File: src/rtl/sdu_hex_tx.sv
// -----------------------------------------------------------------------------
// sdu_hex_tx
//   Transmit half of the serial debug unit link. Takes one DATA_WIDTH word per
//   valid/ready handshake and prints it on an 8N1 UART line as uppercase ASCII
//   hex, most significant nibble first, optionally followed by CR LF.
//
// Parameters
//   DATA_WIDTH    width of word_data (multiple of 4)
//   CLKS_PER_BIT  cpu_clk cycles per UART bit (>= 2)
//
// Ports
//   cpu_clk     in   system clock, all logic on the rising edge
//   cpu_rst     in   synchronous active-high reset
//   word_valid  in   source has a word to send
//   word_ready  out  block accepts a word this cycle (only in IDLE)
//   word_data   in   word to print
//   word_eol    in   append 0x0D 0x0A after the hex digits
//   txd         out  UART serial output, idle high
//   busy        out  inverse of word_ready
// -----------------------------------------------------------------------------
module sdu_hex_tx #(
    parameter int DATA_WIDTH   = 32,
    parameter int CLKS_PER_BIT = 868
) (
    input  logic                  cpu_clk,
    input  logic                  cpu_rst,
    input  logic                  word_valid,
    output logic                  word_ready,
    input  logic [DATA_WIDTH-1:0] word_data,
    input  logic                  word_eol,
    output logic                  txd,
    output logic                  busy
);

    localparam int NIBBLES   = DATA_WIDTH / 4;
    localparam int MAX_CHARS = NIBBLES + 2;
    localparam int CNT_W     = $clog2(CLKS_PER_BIT);
    localparam int CHAR_W    = $clog2(MAX_CHARS);
    localparam int NIB_SLOTS = 2 ** CHAR_W;

    localparam logic [CNT_W-1:0]  CNT_LAST   = CNT_W'(CLKS_PER_BIT - 1);
    localparam logic [CHAR_W-1:0] IDX_CR     = CHAR_W'(NIBBLES);
    localparam logic [CHAR_W-1:0] IDX_LAST_H = CHAR_W'(NIBBLES - 1);
    localparam logic [CHAR_W-1:0] IDX_LAST_E = CHAR_W'(NIBBLES + 1);

    typedef enum logic [1:0] {
        IDLE  = 2'd0,
        START = 2'd1,
        DATA  = 2'd2,
        STOP  = 2'd3
    } state_t;

    state_t                 state_q,      state_d;
    logic [CNT_W-1:0]       bit_cnt_q,    bit_cnt_d;
    logic [2:0]             bit_idx_q,    bit_idx_d;
    logic [CHAR_W-1:0]      char_idx_q,   char_idx_d;
    logic [DATA_WIDTH-1:0]  data_q,       data_d;
    logic                   eol_q,        eol_d;
    logic                   txd_q,        txd_d;
    logic                   word_ready_q, word_ready_d;

    logic [CHAR_W-1:0]      last_idx;
    logic [7:0]             next_char;

    // Nibble table indexed directly by character position: slot 0 holds the
    // most significant nibble. Slots past the last nibble are padded so the
    // table can be indexed by the full character index without range issues.
    logic [3:0] nibble_w [NIB_SLOTS];

    genvar gi;
    generate
        for (gi = 0; gi < NIB_SLOTS; gi++) begin : g_nibble
            if (gi < NIBBLES) begin : g_real
                assign nibble_w[gi] = data_q[DATA_WIDTH-1-4*gi -: 4];
            end else begin : g_pad
                assign nibble_w[gi] = 4'h0;
            end
        end
    endgenerate

    function automatic logic [7:0] hex_ascii(input logic [3:0] n);
        // 'A' - 10 = 0x37
        if (n < 4'd10) begin
            return 8'h30 + {4'h0, n};
        end
        return 8'h37 + {4'h0, n};
    endfunction

    assign last_idx = eol_q ? IDX_LAST_E : IDX_LAST_H;

    // Character for the index the machine will hold next cycle; txd is a
    // registered output, so its next value is computed from next-state values.
    always_comb begin
        next_char = 8'h0A;
        if (char_idx_d < IDX_CR) begin
            next_char = hex_ascii(nibble_w[char_idx_d]);
        end else if (char_idx_d == IDX_CR) begin
            next_char = 8'h0D;
        end
    end

    always_comb begin
        state_d    = state_q;
        bit_cnt_d  = bit_cnt_q;
        bit_idx_d  = bit_idx_q;
        char_idx_d = char_idx_q;
        data_d     = data_q;
        eol_d      = eol_q;

        case (state_q)
            IDLE: begin
                // word_ready is high whenever we are in IDLE
                if (word_valid) begin
                    data_d     = word_data;
                    eol_d      = word_eol;
                    char_idx_d = '0;
                    bit_cnt_d  = '0;
                    bit_idx_d  = '0;
                    state_d    = START;
                end
            end
            START: begin
                if (bit_cnt_q == CNT_LAST) begin
                    bit_cnt_d = '0;
                    bit_idx_d = '0;
                    state_d   = DATA;
                end else begin
                    bit_cnt_d = bit_cnt_q + CNT_W'(1);
                end
            end
            DATA: begin
                if (bit_cnt_q == CNT_LAST) begin
                    bit_cnt_d = '0;
                    if (bit_idx_q == 3'd7) begin
                        state_d = STOP;
                    end else begin
                        bit_idx_d = bit_idx_q + 3'd1;
                    end
                end else begin
                    bit_cnt_d = bit_cnt_q + CNT_W'(1);
                end
            end
            STOP: begin
                if (bit_cnt_q == CNT_LAST) begin
                    bit_cnt_d = '0;
                    if (char_idx_q == last_idx) begin
                        state_d = IDLE;
                    end else begin
                        // next start bit follows the stop bit with no gap
                        char_idx_d = char_idx_q + CHAR_W'(1);
                        state_d    = START;
                    end
                end else begin
                    bit_cnt_d = bit_cnt_q + CNT_W'(1);
                end
            end
            default: begin
                state_d = IDLE;
            end
        endcase

        case (state_d)
            START:   txd_d = 1'b0;
            DATA:    txd_d = next_char[bit_idx_d];
            default: txd_d = 1'b1;
        endcase

        word_ready_d = (state_d == IDLE);
    end

    always_ff @(posedge cpu_clk) begin
        if (cpu_rst) begin
            state_q      <= IDLE;
            bit_cnt_q    <= '0;
            bit_idx_q    <= '0;
            char_idx_q   <= '0;
            data_q       <= '0;
            eol_q        <= 1'b0;
            txd_q        <= 1'b1;
            word_ready_q <= 1'b1;
        end else begin
            state_q      <= state_d;
            bit_cnt_q    <= bit_cnt_d;
            bit_idx_q    <= bit_idx_d;
            char_idx_q   <= char_idx_d;
            data_q       <= data_d;
            eol_q        <= eol_d;
            txd_q        <= txd_d;
            word_ready_q <= word_ready_d;
        end
    end

    assign txd        = txd_q;
    assign word_ready = word_ready_q;
    assign busy       = ~word_ready_q;

endmodule

File: config.mk
export PLATFORM = sky130hd
export DESIGN_NAME = sdu_hex_tx
export DESIGN_NICKNAME = d
export VERILOG_FILES = /design/src/rtl/sdu_hex_tx.sv
export SDC_FILE = /design/constraint.sdc
export NUM_CORES = 1
export LEC_CHECK = 0
export ABC_CLOCK_PERIOD_IN_PS = 4900
export CORE_ASPECT_RATIO = 0.8
export CORE_MARGIN = 2
export CORE_UTILIZATION = 55
export DETAILED_ROUTE_END_ITERATION = 8
export GPL_ROUTABILITY_DRIVEN = 0
export GPL_TIMING_DRIVEN = 0
export PLACE_DENSITY = 0.89
export SLEW_MARGIN = 40
export SYNTH_ARGS = -nofsm -noshare
export SYNTH_HDL_FRONTEND = slang
export SYNTH_SLANG_ARGS = --single-unit
File: constraint.sdc
create_clock -name cpu_clk -period 4.9 [get_ports cpu_clk]
set_input_delay 0.735 -clock cpu_clk [delete_from_list [all_inputs] [get_ports cpu_clk]]
set_output_delay 0.735 -clock cpu_clk [all_outputs]
set_load 0.005 [all_outputs]
==> impl_metrics.csv, run 1 <==
group,metric,value,unit
critical_path,cp_arrival,4.44,ns
critical_path,most_used_cell_cp,"sky130_fd_sc_hd__ha_1",
sta,whs,0.4566,ns
critical_path,regToRegStartpoint,"state_q[0]$_SDFF_PP0_",
critical_path,type_of_destination_of_the_critical_path,"register",
sta,part_of_the_cycle_the_worst_path_needs,0.8598,
logic_synthesis,ys_seq_area_frac,0.3455,
placement,hpwl,5950,um
sta,setup_ws,0.6868,ns
sta,final-setup-viol-count,0,
placement,port_buffers,37,
clock_network,hold_buffers,0,
outcome,result_of_the_run,"completed",
logic_synthesis,mappedNetlistNets,439,
clock_network,post_cts.repair.setup_buffers,0,
pwr,pnr_total_power,1430,uW
global_routing,grt_pass1_wl,13100,um
sta,fin_worst_skew,0.007285,ns
finish,insertedDiodeCount,0,
die,initial_utilization,0.5726,
die,floorplan.die.height,71.47,um
sta,timing.max_slew.rel_slack,0.5437,
critical_path,worstPathRequired,5.13,ns
job,number_of_max_capacitance_violations_reported,0,
critical_path,crit_fanout,10,
pwr,power.density_cell_area,385.7,mW/mm^2
logic_synthesis,combined_area_of_all_synthesized_cells,0.003129,mm^2
clock_network,resize_count_post_cts,0,
routing,detail_route.first_pass.iterations,7,
logic_synthesis,seq_cells_post_synth,54,
sta,worst_pin_slew,0.6671,ns
finish,final-instance-count-excl-fill,516,
die,overall_die_area,0.006313,mm^2
logic_synthesis,synth_enable_flop_cells,0,
global_routing,grt_overflow_total,0,
critical_path,path_class,"reg -> reg",
sta,finalMaxSlewViolations,0,
global_routing,number_of_antenna_violations_at_the_first_check_in_global_routing,0,
logic_synthesis,synthesis.instances,393,
finish,most-common-layout-cells,"82 x sky130_fd_sc_hd__nand2_1, 54 x sky130_fd_sc_hd__dfxtp_1, 48 x sky130_fd_sc_hd__a21oi_1",
logic_synthesis,synth_ff_type,"sky130_fd_sc_hd__dfxtp_1",
routing,wl_per_cell,15.46,um
critical_path,register_to_register_path_setup_slack,0.69,ns
critical_path,startpoint,"state_q[0]$_SDFF_PP0_",
die,floorplan.rows,24,
critical_path,worstSetupStartpointType,"register",
clock_network,tritoncts_clock_tree,"built",
global_routing,grt_util_all_layers,0.2641,
logic_synthesis,syn_area_per_cell,7.962,um^2
routing,average_vias_per_placed_instance,5.967,
critical_path,max_stage_delay,0.56,ns
pwr,vdd_drop_max,204.2,uV
clock_network,cts_root_buf,"sky130_fd_sc_hd__clkbuf_8",
finish,filler_cell_count,466,
hold_path,hold_path_class,"reg -> reg",
sta,timing.final.crit_period,4.213,ns
placement,preCtsSetupSlack,0.4893,ns
global_routing,grt_pass1_vias,2880,
sta,number_of_hold_violations_in_the_final_report,0,
critical_path,reg2reg_to,"txd$_SDFF_PP1_",
critical_path,cp_cell_sequence,"inv_1, ha_1, clkbuf_1, nand2b_1, nor4_1, o32a_1, a211oi_1, a22o_1, nor4b_4, nand2_1, ha_1, nor3_1, and3_1, o21ba_2, o21ai_0, o31ai_1",
clock_network,clock_insertion_delay_worst_skew,0.32,ns
routing,drc_violations_left,0,
routing,postRouteWirelength,7977,um
clock_network,cts-buffers-inserted,5,
clock_network,clkTransAtPathRegs,0.10,ns
critical_path,reg2regPathDepth,16,
routing,route.vias.total,3079,
sta,achievable-frequency,237.4,MHz
finish,area_added_between_synthesis_and_finish,18.47,%
clock_network,clock_tree.buffer_depth,2,
finish,final_common_cell,"sky130_fd_sc_hd__nand2_1",
routing,route.antenna.remaining_nets,0,
finish,nets,483,
die,core_area,0.005465,mm^2
critical_path,worst_path_max_delay_cell,"sky130_fd_sc_hd__nor4_1",
routing,detail_route.iter0.violations,221,
sta,final.setup.tns,0,ns
global_routing,grt_start_max_net_pins,17,
logic_synthesis,async_reset_ff_frac,0,
placement,dp.cells,508,
finish,final_layout_size_suffix_gt1_frac,0.05936,
pwr,static-leakage-power,0.001331,uW
logic_synthesis,synth_warnings,0,
clock_network,cts_sinks,54,
clock_network,cts.htree.levels,2,
logic_synthesis,yosys.cell_types.count,65,
die,design.portCount,39,
die,die-width,88.33,um
sta,grt_setup_unrepaired,"no",
critical_path,crit_path_end,"txd$_SDFF_PP1_",
[cells in the mapped netlist, types with 6 or more instances]
cell type | count | area share
sky130_fd_sc_hd__nand2_1 | 82 | 0.098
sky130_fd_sc_hd__dfxtp_1 | 54 | 0.35
sky130_fd_sc_hd__a21oi_1 | 48 | 0.077
sky130_fd_sc_hd__nor2_1 | 26 | 0.031
sky130_fd_sc_hd__clkbuf_1 | 17 | 0.020
sky130_fd_sc_hd__o21ai_0 | 11 | 0.018
sky130_fd_sc_hd__ha_1 | 10 | 0.040
sky130_fd_sc_hd__inv_1 | 10 | 0.012
sky130_fd_sc_hd__nand3_1 | 10 | 0.016
sky130_fd_sc_hd__mux2i_1 | 9 | 0.029
sky130_fd_sc_hd__nand2b_1 | 6 | 0.012
sky130_fd_sc_hd__xnor2_1 | 6 | 0.017
[worst max-delay path, delay by kind of cell, from the launching register on]
| family | cells | cell delay, ns |
|---|---|---|
| compound gates | 6 | 1.10 |
| simple gates | 6 | 1.69 |
| fa+ha+maj | 2 | 0.61 |
| buf+inv | 2 | 0.33 |
| flops | 1 | 0.39 |
[worst min path at each step]
stage / from / end / cells past startpoint
2_1_floorplan: data_q[17]$_SDFFE_PP0P_ / data_q[17]$_SDFFE_PP0P_ / 2
3_3_place_gp: data_q[4]$_SDFFE_PP0P_ / data_q[4]$_SDFFE_PP0P_ / 2
3_5_place_dp: data_q[4]$_SDFFE_PP0P_ / data_q[4]$_SDFFE_PP0P_ / 2
4_1_cts: data_q[4]$_SDFFE_PP0P_ / data_q[4]$_SDFFE_PP0P_ / 2
5_1_grt: data_q[4]$_SDFFE_PP0P_ / data_q[4]$_SDFFE_PP0P_ / 2
6_report: data_q[4]$_SDFFE_PP0P_ / data_q[4]$_SDFFE_PP0P_ / 2
[cell families (layout without fill, tap and decap cells)]
kind of cell	Yosys count	count (layout)	synth area share
compound gates	110	110	0.2415
mux	11	11	0.03599
flops	54	54	0.3455
buf+inv	29	74	0.03958
xor+xnor	10	10	0.02799
simple gates	169	169	0.2695
fa+ha+maj	10	10	0.03998
[metal layers]
layer / track usage / up-vias / share of wire
met4: 0.1077 / 0 / 0.028
met2: 0.4403 / 110 / 0.47
met3: 0.05069 / 22 / 0.061
met1: 0.3357 / 1446 / 0.44
met5: 0 / - / 0
li1: - / 1501 / -
[through the flow]
stage,cell area (um^2),utilization
5_1_grt,3707,0.6783
3_3_place_gp,3597,0.6582
4_1_cts,3707,0.6783
6_report,3707,0.6783
2_1_floorplan,3129,-
3_5_place_dp,3597,0.6582
[layout make-up]
cell class | count | area [um^2] | area share
clock inverter | 2 | 37.54 | 0.01012
sequential | 54 | 1081 | 0.2916
clock buffer | 6 | 72.57 | 0.01957
buffer | 19 | 86.33 | 0.02329
inverter | 10 | 37.54 | 0.01012
timing repair buffer | 37 | 370.4 | 0.09990
multi-input combinational | 310 | 1924 | 0.5191
tap | 78 | 97.59 | 0.02632
[where the power goes]
group | leakage (uW) | internal, uW | switching [uW]
Sequential | 0.000441 | 513 | 56.1
Combinational | 0.000838 | 213 | 344
Clock | 0.0000514 | 153 | 150
[sequential cells by signal (all words and copies together) (netlist names)]
name / count
eol_q: 1
data_q: 32
char_idx_q: 4
txd: 1
state_q: 2
bit_cnt_q: 10
bit_idx_q: 3
word_ready: 1
(Power assumes the default switching activity.)
==> inputs of run 2 (changes only) <==
Settings changed: ABC_CLOCK_PERIOD_IN_PS 4900 to 4300.
Clock period 4.9 ns to 4.3 ns, I/O delays scaled along.
==> run 2 against run 1 <==
Compared with the run above: sequential share of layout area decreased by 0.48 points; critical endpoint unchanged; worst hold slack got worse by 0.0012 ns; fmax increased by 3.0%; largest cell class unchanged; critical path depth unchanged; clock skew decreased by 0.00087 ns; worst setup slack got worse by 0.48 ns; sequential power increased by 14%; wire length increased by 4.0%; via count increased by 0.49%; first-iteration DRC count increased by 11%; non-clock buffer count increased by 1.
==> impl_metrics.csv, run 2 (synthesized netlist as in run 1, its figures left out) <==
group,metric,value,unit
clock_network,cts_root_buf,"sky130_fd_sc_hd__clkbuf_8",
finish,final_layout_size_suffix_gt1_frac,0.07289,
hold_path,hold_path_class,"reg -> reg",
die,design.portCount,39,
sta,timing.max_slew.rel_slack,0.5683,
placement,dp.cells,508,
routing,wl_per_cell,16.04,um
hold_path,worstHoldStart,"data_q[4]$_SDFFE_PP0P_",
finish,ff_latch_area,0.001081,mm^2
pwr,vdd_drop_max,233.2,uV
global_routing,grt_util_all_layers,0.2641,
finish,area_added_between_synthesis_and_finish,20.47,%
finish,most-common-layout-cells,"82 x sky130_fd_sc_hd__nand2_1, 54 x sky130_fd_sc_hd__dfxtp_1, 47 x sky130_fd_sc_hd__a21oi_1",
pwr,p_sw,642.8,uW
clock_network,clkTransAtPathRegs,0.10,ns
sta,worst_pin_slew,0.6312,ns
critical_path,cp_arrival,4.32,ns
clock_network,cts.htree.levels,2,
finish,post-route-cell-area,0.003770,mm^2
clock_network,tritoncts_clock_tree,"built",
critical_path,crit_fanout,10,
die,core_area,0.005465,mm^2
critical_path,startpoint,"bit_cnt_q[0]$_SDFFE_PP0P_",
die,initial_utilization,0.5726,
sta,part_of_the_cycle_the_worst_path_needs,0.9510,
die,floorplan.rows,24,
sta,final.setup.tns,0,ns
critical_path,path_class,"reg -> reg",
pwr,intPower,1006,uW
clock_network,clock_insertion_delay_worst_skew,0.31,ns
sta,final-setup-viol-count,0,
pwr,share_comb_of_total_power,0.398,
job,number_of_max_capacitance_violations_reported,0,
global_routing,grt_overflow_total,0,
placement,hpwl,5950,um
global_routing,grt_start_max_net_pins,17,
die,overall_die_area,0.006313,mm^2
sta,fin_worst_skew,0.006414,ns
routing,average_vias_per_placed_instance,5.985,
finish,largest_register_by_flop_count,"data_q",
finish,insertedDiodeCount,0,
routing,detail_route.iter0.violations,245,
global_routing,number_of_antenna_violations_at_the_first_check_in_global_routing,0,
pwr,power_frac_clock,0.208,
finish,area_of_the_multi_input_gates,0.001979,mm^2
critical_path,worstPathRequired,4.53,ns
die,die-width,88.33,um
routing,postRouteWirelength,8295,um
finish,filler_cell_count,463,
clock_network,cts-buffers-inserted,5,
sta,finalMaxSlewViolations,0,
pwr,seq_power_share,0.394,
pwr,switching_share,0.3898,
placement,port_buffers,37,
finish,largest_register_ff_count,32,
global_routing,grt_pass1_vias,2880,
pwr,static-leakage-power,0.001339,uW
routing,route.antenna.remaining_nets,0,
outcome,result_of_the_run,"completed",
die,floorplan.die.height,71.47,um
clock_network,cts_sinks,54,
sta,number_of_hold_violations_in_the_final_report,0,
critical_path,type_of_destination_of_the_critical_path,"register",
global_routing,grt_pass1_wl,13100,um
finish,nets,484,
routing,drc_violations_left,0,
sta,timing.final.crit_period,4.089,ns
clock_network,clock_tree.buffer_depth,2,
finish,final_common_cell,"sky130_fd_sc_hd__nand2_1",
sta,achievable-frequency,244.5,MHz
pwr,power.density_cell_area,437.4,mW/mm^2
finish,final-instance-count-excl-fill,517,
critical_path,regToRegStartpoint,"bit_cnt_q[0]$_SDFFE_PP0P_",
routing,route.vias.total,3094,
clock_network,hold_buffers,0,
finish,top_regs,"data_q x32, bit_cnt_q x10, char_idx_q x4",
placement,detailed_place.area,0.003597,mm^2
critical_path,worstSetupStartpointType,"register",
routing,detail_route.first_pass.iterations,6,
-- run 2: power by group through the flow --
stage | Sequential [uW] | Combinational (uW) | Clock (uW)
2_1_floorplan | 639 | 446 | 0
3_3_place_gp | 655 | 596 | 0
3_5_place_dp | 660 | 619 | 0
4_1_cts | 648 | 625 | 349
5_1_grt | 657 | 728 | 370
6_report | 650 | 656 | 343
-- run 2: routing by layer --
metal  track usage  vias up  routed length [um]
met1        0.3357     1441                3510
met5             0        -                   0
met2        0.4403      131                3992
met3       0.05069       21                 588
met4        0.1077        0                 204
li1              -     1501                   -
-- run 2: path summary, 6_finish.rpt --
check                                         endpoint  slack (ns)  depth (start not counted)
worst min-delay path            data_q[4]$_SDFFE_PP0P_        0.46                          2
worst max register to register          txd$_SDFF_PP1_        0.21                         16
worst max-delay path                    txd$_SDFF_PP1_        0.21                         16
worst min register to register  data_q[4]$_SDFFE_PP0P_        0.46                          2
-- run 2: layout make-up --
class | instances | area share
Clock inverter | 2 | 0.009957
Sequential cell | 54 | 0.2868
Multi-Input combinational cell | 310 | 0.5251
Timing Repair Buffer | 38 | 0.1002
Inverter | 10 | 0.009957
Clock buffer | 6 | 0.01925
Tap cell | 78 | 0.02589
Buffer | 19 | 0.02290
-- run 2: metrics by stage --
stage	total power, uW	hold slack (ns)	util	worst slack [ns]
after floorplan	1086	0.4313	-	0.6150
after CTS	1622	0.4582	0.6783	0.1498
after global routing	1755	0.4774	0.6898	-0.02012
after global placement	1251	0.4435	0.6582	0.06706
after detailed placement	1279	0.4444	0.6582	-0.02069
final	1649	0.4555	0.6898	0.2106
-- run 2: repair_timing --
action	CTS	global route
setup endpoints to repair	0	1
gates resized for setup	0	9
hold endpoints to repair	0	0
buffers inserted	0	1
-- run 2: worst max-delay path, stage by stage (launching register included) --
cell and delay (ns):
sky130_fd_sc_hd__dfxtp_1 0.38, sky130_fd_sc_hd__ha_1 0.21, sky130_fd_sc_hd__nand4_1 0.32, sky130_fd_sc_hd__or3_4 0.51, sky130_fd_sc_hd__buf_6 0.16, sky130_fd_sc_hd__o32a_1 0.39
sky130_fd_sc_hd__buf_6 0.17, sky130_fd_sc_hd__o211a_1 0.11, sky130_fd_sc_hd__a22o_1 0.22, sky130_fd_sc_hd__nor4b_4 0.35, sky130_fd_sc_hd__nand2_1 0.11, sky130_fd_sc_hd__ha_1 0.31
sky130_fd_sc_hd__nor3_1 0.16, sky130_fd_sc_hd__and3_1 0.17, sky130_fd_sc_hd__o21ba_2 0.13, sky130_fd_sc_hd__o21ai_0 0.11, sky130_fd_sc_hd__o31ai_1 0.20
